**src/rtl/mips_pkg.sv**
```systemverilog
// Shared types and constants for the MIPS fetch path.
package mips_pkg;

  localparam logic [31:0] DEFAULT_RESET_PC = 32'h0000_0000;
  localparam int          INSTR_W          = 32;
  localparam logic [31:0] PC_INC           = 32'd4;

  typedef struct packed {
    logic [INSTR_W-1:0] instr;
    logic [31:0]        pc;
  } fetch_entry_t;

  function automatic logic [31:0] align_word(input logic [31:0] addr);
    return addr & 32'hFFFF_FFFC;
  endfunction

endpackage

```
**src/rtl/mips_fetch_stage_fifo.sv**
```systemverilog
// fetch_skid_fifo: 2-entry shift FIFO of fetch entries; entry 0 is always the head.
module fetch_skid_fifo
  import mips_pkg::*;
(
  input  logic         clk,
  input  logic         rst,
  input  logic         push,
  input  logic         pop,
  input  logic         flush,
  input  fetch_entry_t wdata,
  output fetch_entry_t rdata,
  output logic         full,
  output logic         empty,
  output logic [1:0]   count
);

  fetch_entry_t r_mem0;
  fetch_entry_t r_mem1;
  logic [1:0]   r_count;

  always_ff @(posedge clk or posedge rst) begin
    if (rst) begin
      r_mem0  <= '0;
      r_mem1  <= '0;
      r_count <= 2'd0;
    end else if (flush) begin
      r_count <= 2'd0;
    end else begin
      case ({push, pop})
        2'b10: begin
          if (r_count == 2'd0) begin
            r_mem0  <= wdata;
            r_count <= 2'd1;
          end else if (r_count == 2'd1) begin
            r_mem1  <= wdata;
            r_count <= 2'd2;
          end
        end
        2'b01: begin
          if (r_count != 2'd0) begin
            r_mem0  <= r_mem1;
            r_count <= r_count - 2'd1;
          end
        end
        2'b11: begin
          // Simultaneous push/pop keeps the occupancy; the new word lands behind the survivor.
          if (r_count == 2'd2) begin
            r_mem0 <= r_mem1;
            r_mem1 <= wdata;
          end else begin
            r_mem0  <= wdata;
            r_count <= 2'd1;
          end
        end
        default: ;
      endcase
    end
  end

  assign rdata = r_mem0;
  assign count = r_count;
  assign full  = (r_count == 2'd2);
  assign empty = (r_count == 2'd0);

endmodule

```
**src/rtl/mips_fetch_stage.sv**
```systemverilog
// MIPS instruction fetch: owns the fetch PC, issues 1-cycle-latency imem reads,
// buffers responses in a skid FIFO and squashes wrong-path words on redirect.
module mips_fetch_stage
  import mips_pkg::*;
#(
  parameter logic [31:0] RESET_PC = DEFAULT_RESET_PC
) (
  input  logic        clk,
  input  logic        rst,
  output logic        imem_rd,
  output logic [31:0] imem_addr,
  input  logic [31:0] imem_data,
  input  logic        redirect,
  input  logic [31:0] redirect_pc,
  output logic        if_valid,
  input  logic        if_ready,
  output logic [31:0] if_instr,
  output logic [31:0] if_pc,
  output logic [31:0] if_pc_plus4
);

  logic [31:0]  r_fpc;
  logic         r_inflight;
  logic [31:0]  r_req_pc;

  logic         w_pop;
  logic         w_push;
  logic         w_full;
  logic         w_empty;
  logic [1:0]   w_count;
  logic [2:0]   w_occ;
  logic [31:0]  w_redirect_addr;
  fetch_entry_t w_wdata;
  fetch_entry_t w_head;

  assign w_pop           = if_valid && if_ready;
  assign w_redirect_addr = align_word(redirect_pc);
  // Buffered plus in-flight words after this cycle's pop; a new request fits only below 2.
  assign w_occ           = {1'b0, w_count} + {2'b00, r_inflight} - {2'b00, w_pop};
  assign w_push          = r_inflight && !redirect && !w_full;
  assign w_wdata         = '{instr: imem_data, pc: r_req_pc};

  always_comb begin
    imem_rd   = 1'b0;
    imem_addr = r_fpc;
    if (!rst) begin
      if (redirect) begin
        imem_rd   = 1'b1;
        imem_addr = w_redirect_addr;
      end else begin
        imem_rd = (w_occ < 3'd2);
      end
    end
  end

  always_ff @(posedge clk or posedge rst) begin
    if (rst) begin
      r_fpc      <= RESET_PC;
      r_inflight <= 1'b0;
      r_req_pc   <= RESET_PC;
    end else begin
      r_inflight <= imem_rd;
      if (imem_rd) begin
        r_fpc    <= imem_addr + PC_INC;
        r_req_pc <= imem_addr;
      end
    end
  end

  fetch_skid_fifo u_fifo (
    .clk   (clk),
    .rst   (rst),
    .push  (w_push),
    .pop   (w_pop),
    .flush (redirect),
    .wdata (w_wdata),
    .rdata (w_head),
    .full  (w_full),
    .empty (w_empty),
    .count (w_count)
  );

  assign if_valid    = !w_empty;
  assign if_instr    = w_head.instr;
  assign if_pc       = w_head.pc;
  assign if_pc_plus4 = w_head.pc + PC_INC;

endmodule

```
**config.mk**
```make
export PLATFORM = sky130hd
export DESIGN_NAME = mips_fetch_stage
export DESIGN_NICKNAME = d
export VERILOG_FILES = /design/src/rtl/mips_pkg.sv /design/src/rtl/mips_fetch_stage_fifo.sv /design/src/rtl/mips_fetch_stage.sv
export SDC_FILE = /design/constraint.sdc
export NUM_CORES = 1
export LEC_CHECK = 0
export ABC_AREA = 1
export ABC_CLOCK_PERIOD_IN_PS = 5150
export BUFFER_PORTS_ARGS = -buffer_cell sky130_fd_sc_hd__buf_4
export CELL_PAD_IN_SITES_DETAIL_PLACEMENT = 0
export CELL_PAD_IN_SITES_GLOBAL_PLACEMENT = 2
export CORE_ASPECT_RATIO = 1.75
export CORE_UTILIZATION = 32
export DETAILED_ROUTE_END_ITERATION = 8
export PLACE_DENSITY = 0.92
export SYNTH_ARGS = -nofsm -noshare
export SYNTH_HDL_FRONTEND = slang
export SYNTH_HIERARCHICAL = 1
export SYNTH_SLANG_ARGS = --single-unit
```
**constraint.sdc**
```tcl
create_clock -name clk -period 5.15 [get_ports clk]
set_input_delay 1.03 -clock clk [delete_from_list [all_inputs] [get_ports clk]]
set_output_delay 1.03 -clock clk [all_outputs]
set_load 0.01 [all_outputs]
```
Yosys cells after proc, flatten, opt, wreduce, memory -nomap -nowiden:

Cells that the tools add are included.

* register bits: 195
* word-level logic and storage cells: 60
* bits of input ports: 68
* output and inout bits: 130

* order comparisons: 1
* mux-type cells: 18
* reductions and logical operators: 14
* eq/ne operators: 13
* $add $sub $neg: 5
* bitwise operators: 1

Operator list (count)
* 64-bit 2-to-1 mux: 6
* 64-bit case mux with 3 select lines: 1
* 64-bit case mux with 2 select lines: 1
* 32-bit by 3-bit adder with 32-bit output (second input constant): 2
* 32-bit 2-to-1 mux: 2
* 2-bit 2-to-1 mux: 5
* 4-bit AND reduction: 2
* 2-bit equality test (second input constant): 3
* 2-bit inequality test (second input constant): 3
* 2-bit case mux with 3 select lines: 1
* 5-bit AND reduction: 1
* 2-bit by 1-bit equality test with 1-bit output (second input constant): 2
* 2-bit by 1-bit inequality test with 1-bit output (second input constant): 2
* 4-bit by 3-bit inequality test with 1-bit output (second input constant): 1
* 2-bit nonzero test: 2
* 4-bit nonzero test: 1
* 2-bit by 1-bit adder with 3-bit output: 1
* 1-bit logical AND: 3
* 1-bit logical NOT: 3
* 3-bit by 2-bit < comparator with 1-bit output (second input constant): 1
* 3-bit by 2-bit inequality test with 1-bit output (second input constant): 1
* 3-bit inequality test (second input constant): 1
* 3-bit nonzero test: 1
* 3-bit by 1-bit subtractor with 3-bit output: 1
* other kinds (4): 5

Longest topological paths before layout:

* word-level depth: 7
* depth in mapped cells: 16
* depth with buffers taken out: 15

By module:

Netlist, hierarchy kept.

By module, submodules not included
* fetch_skid_fifo: instances 1, cells each 833, area an instance 6433.7 µm², sequential area each 3253.1 µm²
* mips_fetch_stage: instances 1, cells each 732, area an instance 4733.3 µm², sequential area each 1576.5 µm²

Least setup slack after synthesis:

No wires, ideal clock.

* kind: input-to-output
* start point: input if_ready
* end point: output imem_rd
* cell stages on the path: 9
* buffers on the path: 1
* arrival time: 2.755 ns
* setup slack: 1.365 ns
* data required time: 4.120 ns
* path through: inv_1 -> nor2_1 -> ha_1 -> nor2_1 -> fa_1 -> a21oi_1 -> nand2_1 -> nand2_1 -> clkbuf_1

* longest elaborated chain between the ends: 5

RTL lines
* start, declared: RTL line mips_fetch_stage.sv:16 `input logic if_ready,`
* 1-bit logical AND: RTL line mips_fetch_stage.sv:36 `assign w_pop = if_valid && if_ready;`
* net w_pop: RTL line mips_fetch_stage.sv:26 `logic w_pop;`
* 3-bit by 1-bit subtractor with 3-bit output: RTL line mips_fetch_stage.sv:39 `assign w_occ = {1'b0, w_count} + {2'b00, r_inflight} - {2'b00, w_pop};`
* 3-bit by 2-bit < comparator with 1-bit output: RTL line mips_fetch_stage.sv:51 `imem_rd = (w_occ < 3'd2);`
* 1-bit 2-to-1 mux: RTL line mips_fetch_stage.sv:47 `if (redirect) begin`
* 1-bit 2-to-1 mux: RTL line mips_fetch_stage.sv:46 `if (!rst) begin`
* end, declared: RTL line mips_fetch_stage.sv:10 `output logic imem_rd,`

The timed path passes the listed nets, and every way through them passes these cells.

Final worst setup path:

* start point: register u_fifo.r_count[0] (netlist: u_fifo/count[0])
* end point: output imem_rd

* longest elaborated chain between the ends: 7
* elaborated cells between the ends (all ways): 8
* classes of those cells: 2 x add/sub; 1 x order compare; 2 x mux; 3 x reduce/logical

RTL lines
* start, declared: RTL line mips_fetch_stage_fifo.sv:19 `logic [1:0] r_count;`
* start signal, assigned: RTL line mips_fetch_stage_fifo.sv:42 `r_count <= r_count - 2'd1;`
* 2-bit logical NOT: RTL line mips_fetch_stage_fifo.sv:63 `assign empty = (r_count == 2'd0);`
* net w_empty: RTL line mips_fetch_stage.sv:29 `logic w_empty;`
* 1-bit logical NOT: RTL line mips_fetch_stage.sv:83 `assign if_valid = !w_empty;`
* 1-bit logical AND: RTL line mips_fetch_stage.sv:36
* net w_pop: RTL line mips_fetch_stage.sv:26
* 3-bit by 1-bit subtractor with 3-bit output: RTL line mips_fetch_stage.sv:39
* 3-bit by 2-bit < comparator with 1-bit output: RTL line mips_fetch_stage.sv:51
* 1-bit 2-to-1 mux: RTL line mips_fetch_stage.sv:47
* 1-bit 2-to-1 mux: RTL line mips_fetch_stage.sv:46

The timed path passes the listed nets, and every way through them passes these cells.

==> impl_results.md <==
* CTS hold repair buffers at 0
* Commonest cells post-synth: 657 x nand2_1, 271 x nand3_1, 193 x dfrtp_1
* Die width at 143 um
* Die ar. at 35700 sq um
* Critical Path AT at 3090 ps
* Yosys warns at 6
* DRC at 0
* Max_cap viols at 0
* Net count after synthesis at 1649
* Pwr dens at 543 nW/um^2
* Global-route usage over all layers at 19.5%
* #FFs+latches synth at 193
* GRT Residual Overflow at 0
* Ranking of synthesized cells by area: dfrtp_1 43%, nand2_1 22%, nand3_1 12%
* Worst Setup End Kind: output port
* Initial core utilization at 32.4%
* Number of flops mapped to enable cells by yosys at 0
* Vias in the first global route at 9986
* CTS buffer count at 17
* Initial detailed-routing violation count at 621
* F_max at 243 MHz
* IO Pins at 198
* Finished Layout Cells at 2188
* Number of buffers and inverters on the critical path at 2
* ANT nets after route at 0
* Clock Root Buffer: clkbuf_16
* Number of I/O port buffers at 195
* Worst vdd ir at 0.298 mV
* Area Growth Syn to Fin at 20.3%
* Layout cell share with drive strength beyond 1 at 17.3%
* CP required at 4120 ps
* Slew HR at 42.8%
* Nets at 1799
* Cell area after synthesis at 11200 sq um
* Register area share after synthesis at 43.2%
* Final Max Slew Viols at 0
* RD Place Congestion at 0.881
* Setup crit start kind: flip-flop
* Tcrit/Tclk final at 80.0%
* Setup Total Neg Slack at 0 ps
* Power Total at 7.30 mW
* Most frequent cell after synthesis: nand2_1
* Slew @ Worst Pin at 851 ps
* Status: finished, final reports clean
* Main flop type after synthesis: dfrtp_1
* Final wirelength at 33900 um
* Avg Inst Size Synth at 7.14 sq um
* Post-Synthesis Cells at 1565
* FFs w/ async S/R, synth at 100%
* Final hold violation count at 0
* Final period demand of the worst path at 4120 ps
* Cell family with the largest share of critical-path delay: adder cells
* Synth cell types at 36
* Type of the worst setup path: reg2out
* Yosys top cell by area: dfrtp_1
* Pin count of the biggest net entering global routing at 65
* Leak Pwr at 7.28 nW
* Clock sinks at 193
* Vias per cell at 4.73
* HP Class: reg2reg
* Max incr delay on CP at 440 ps
* Post-CTS Setup Repair Bufs at 0
* CTS tree: yes
* Initial antenna violation count at 0
* DR vias at 10400
* WL/cell at 15.5 um
* Fin util at 39.0%
* Final Setup Violations at 0
* # rows at 90
* Post-synth top area share at 43.2%
* Slowest-stage cell, CP: fa_1
* Post-Place Cells at 2156
* Crit path max fanout at 6
* Htree depth at 4
* Clk buf depth at 2
* RSZ-0062 raised after global routing: false
* Latest clock arrival within the worst-skew pair at 460 ps
* Filler cells at 3731
* Antenna diode count at 0
* PostCTS Resize Cnt at 0
* 1st-pass router iterations at 5
* First-pass GRT wire length at 54000 um
* Worst clock skew at 13.0 ps
* Core area at 34500 sq um
* Clk slew on worst S/H paths at 70 ps
* HPWL after detailed placement at 23600 um
* Die Y at 249 um
* Worst-path cell chain: inv_1 -> ha_1 -> nor2_1 -> ha_1 -> nor2_1 -> fa_1 -> a21oi_1 -> nand2_1 -> nand2_2 -> buf_4
-- final timing paths --
check / from / end / slack [ps] / cells past startpoint
worst min register to register: u_fifo/r_mem1[31] / u_fifo/r_mem1[31] / 470 / 2
min in group asynchronous: rst / u_fifo/r_mem1[13] / 770 / 2
worst min-delay path: u_fifo/r_mem1[31] / u_fifo/r_mem1[31] / 470 / 2
worst max register to register: u_fifo/count[0] / r_fpc[8] / 1500 / 13
max in group asynchronous: rst / u_fifo/r_mem1[6] / 3360 / 3
worst max-delay path: u_fifo/count[0] / imem_rd / 1030 / 10
-- report_power, final --
group          switching (mW)  total (mW)  leakage (nW)  internal (mW)
sequential              0.534        2.69          2.46           2.15
clock                   0.652        1.40         0.296          0.749
combinational            1.97        3.21          4.53           1.24
total                    3.16        7.30          7.28           4.14
-- registers in the layout (all words and copies together) (netlist names) --
name,cells
r_req_pc,30
u_fifo/count,2
r_inflight,1
u_fifo/rdata,64
u_fifo/r_mem1,64
r_fpc,32
-- layer usage --
layer  vias up  global-route usage [%]  wire [um]
met5         -                       0          0
met4         0                    5.87        490
met3        27                    2.88       1330
met2       251                    35.3      18100
met1      4841                    23.3      13900
li1       5231                       -          -
-- tightest hold or removal path, cell delays in order, from the launching register on --
cell,delay [ps]
dfrtp_1,350
nand2_1,50
nand2_1,50
-- cells by family (layout without fill, tap and decap cells) --
logic type | Yosys count | count (layout) | share of synthesized area, %
simple gates | 1103 | 1103 | 42.2
flops | 193 | 193 | 43.2
buf+inv | 189 | 352 | 8.45
compound gates | 36 | 36 | 2.08
xor+xnor | 28 | 28 | 2.20
fa+ha+maj | 16 | 16 | 1.86
-- area by class of cell --
cell class	instances	area [sq um]	share of cell area, %
Multi-Input combinational cell	1183	5410	40.3
Clock inverter	13	165	1.23
Tap cell	460	576	4.28
Inverter	105	398	2.96
Sequential cell	193	4830	35.9
Timing Repair Buffer	215	1610	12.0
Clock buffer	19	443	3.30
-- layout by cell type (no fill, tap or decap), drive strengths merged --
master	synthesis	layout
a22oi	2	2
o21a	2	2
nor2	118	118
clkbuf	9	19
nand3	273	273
o221ai	2	2
buf	75	215
clkinvlp	0	1
inv	105	111
a21oi	4	4
nand3b	1	1
bufinv	0	2
nand2	681	681
clkinv	0	4
xor2	17	17
o21bai	4	4
nor3	11	11
ha	15	15
nor4	2	2
a31oi	1	1
nand4	17	17
fa	1	1
dfrtp	193	193
o21ai	16	16
xnor2	11	11
o211ai	5	5
-- metrics by stage --
stage	setup slack (ps)	instance area, sq um	hold slack [ps]
after global placement	1190	12800	453
after floorplan	651	11200	442
final	1030	13400	473
after global routing	829	13400	489
after detailed placement	1190	12800	459
after CTS	966	13400	476
No activity file was read; power rests on OpenSTA's default activity.
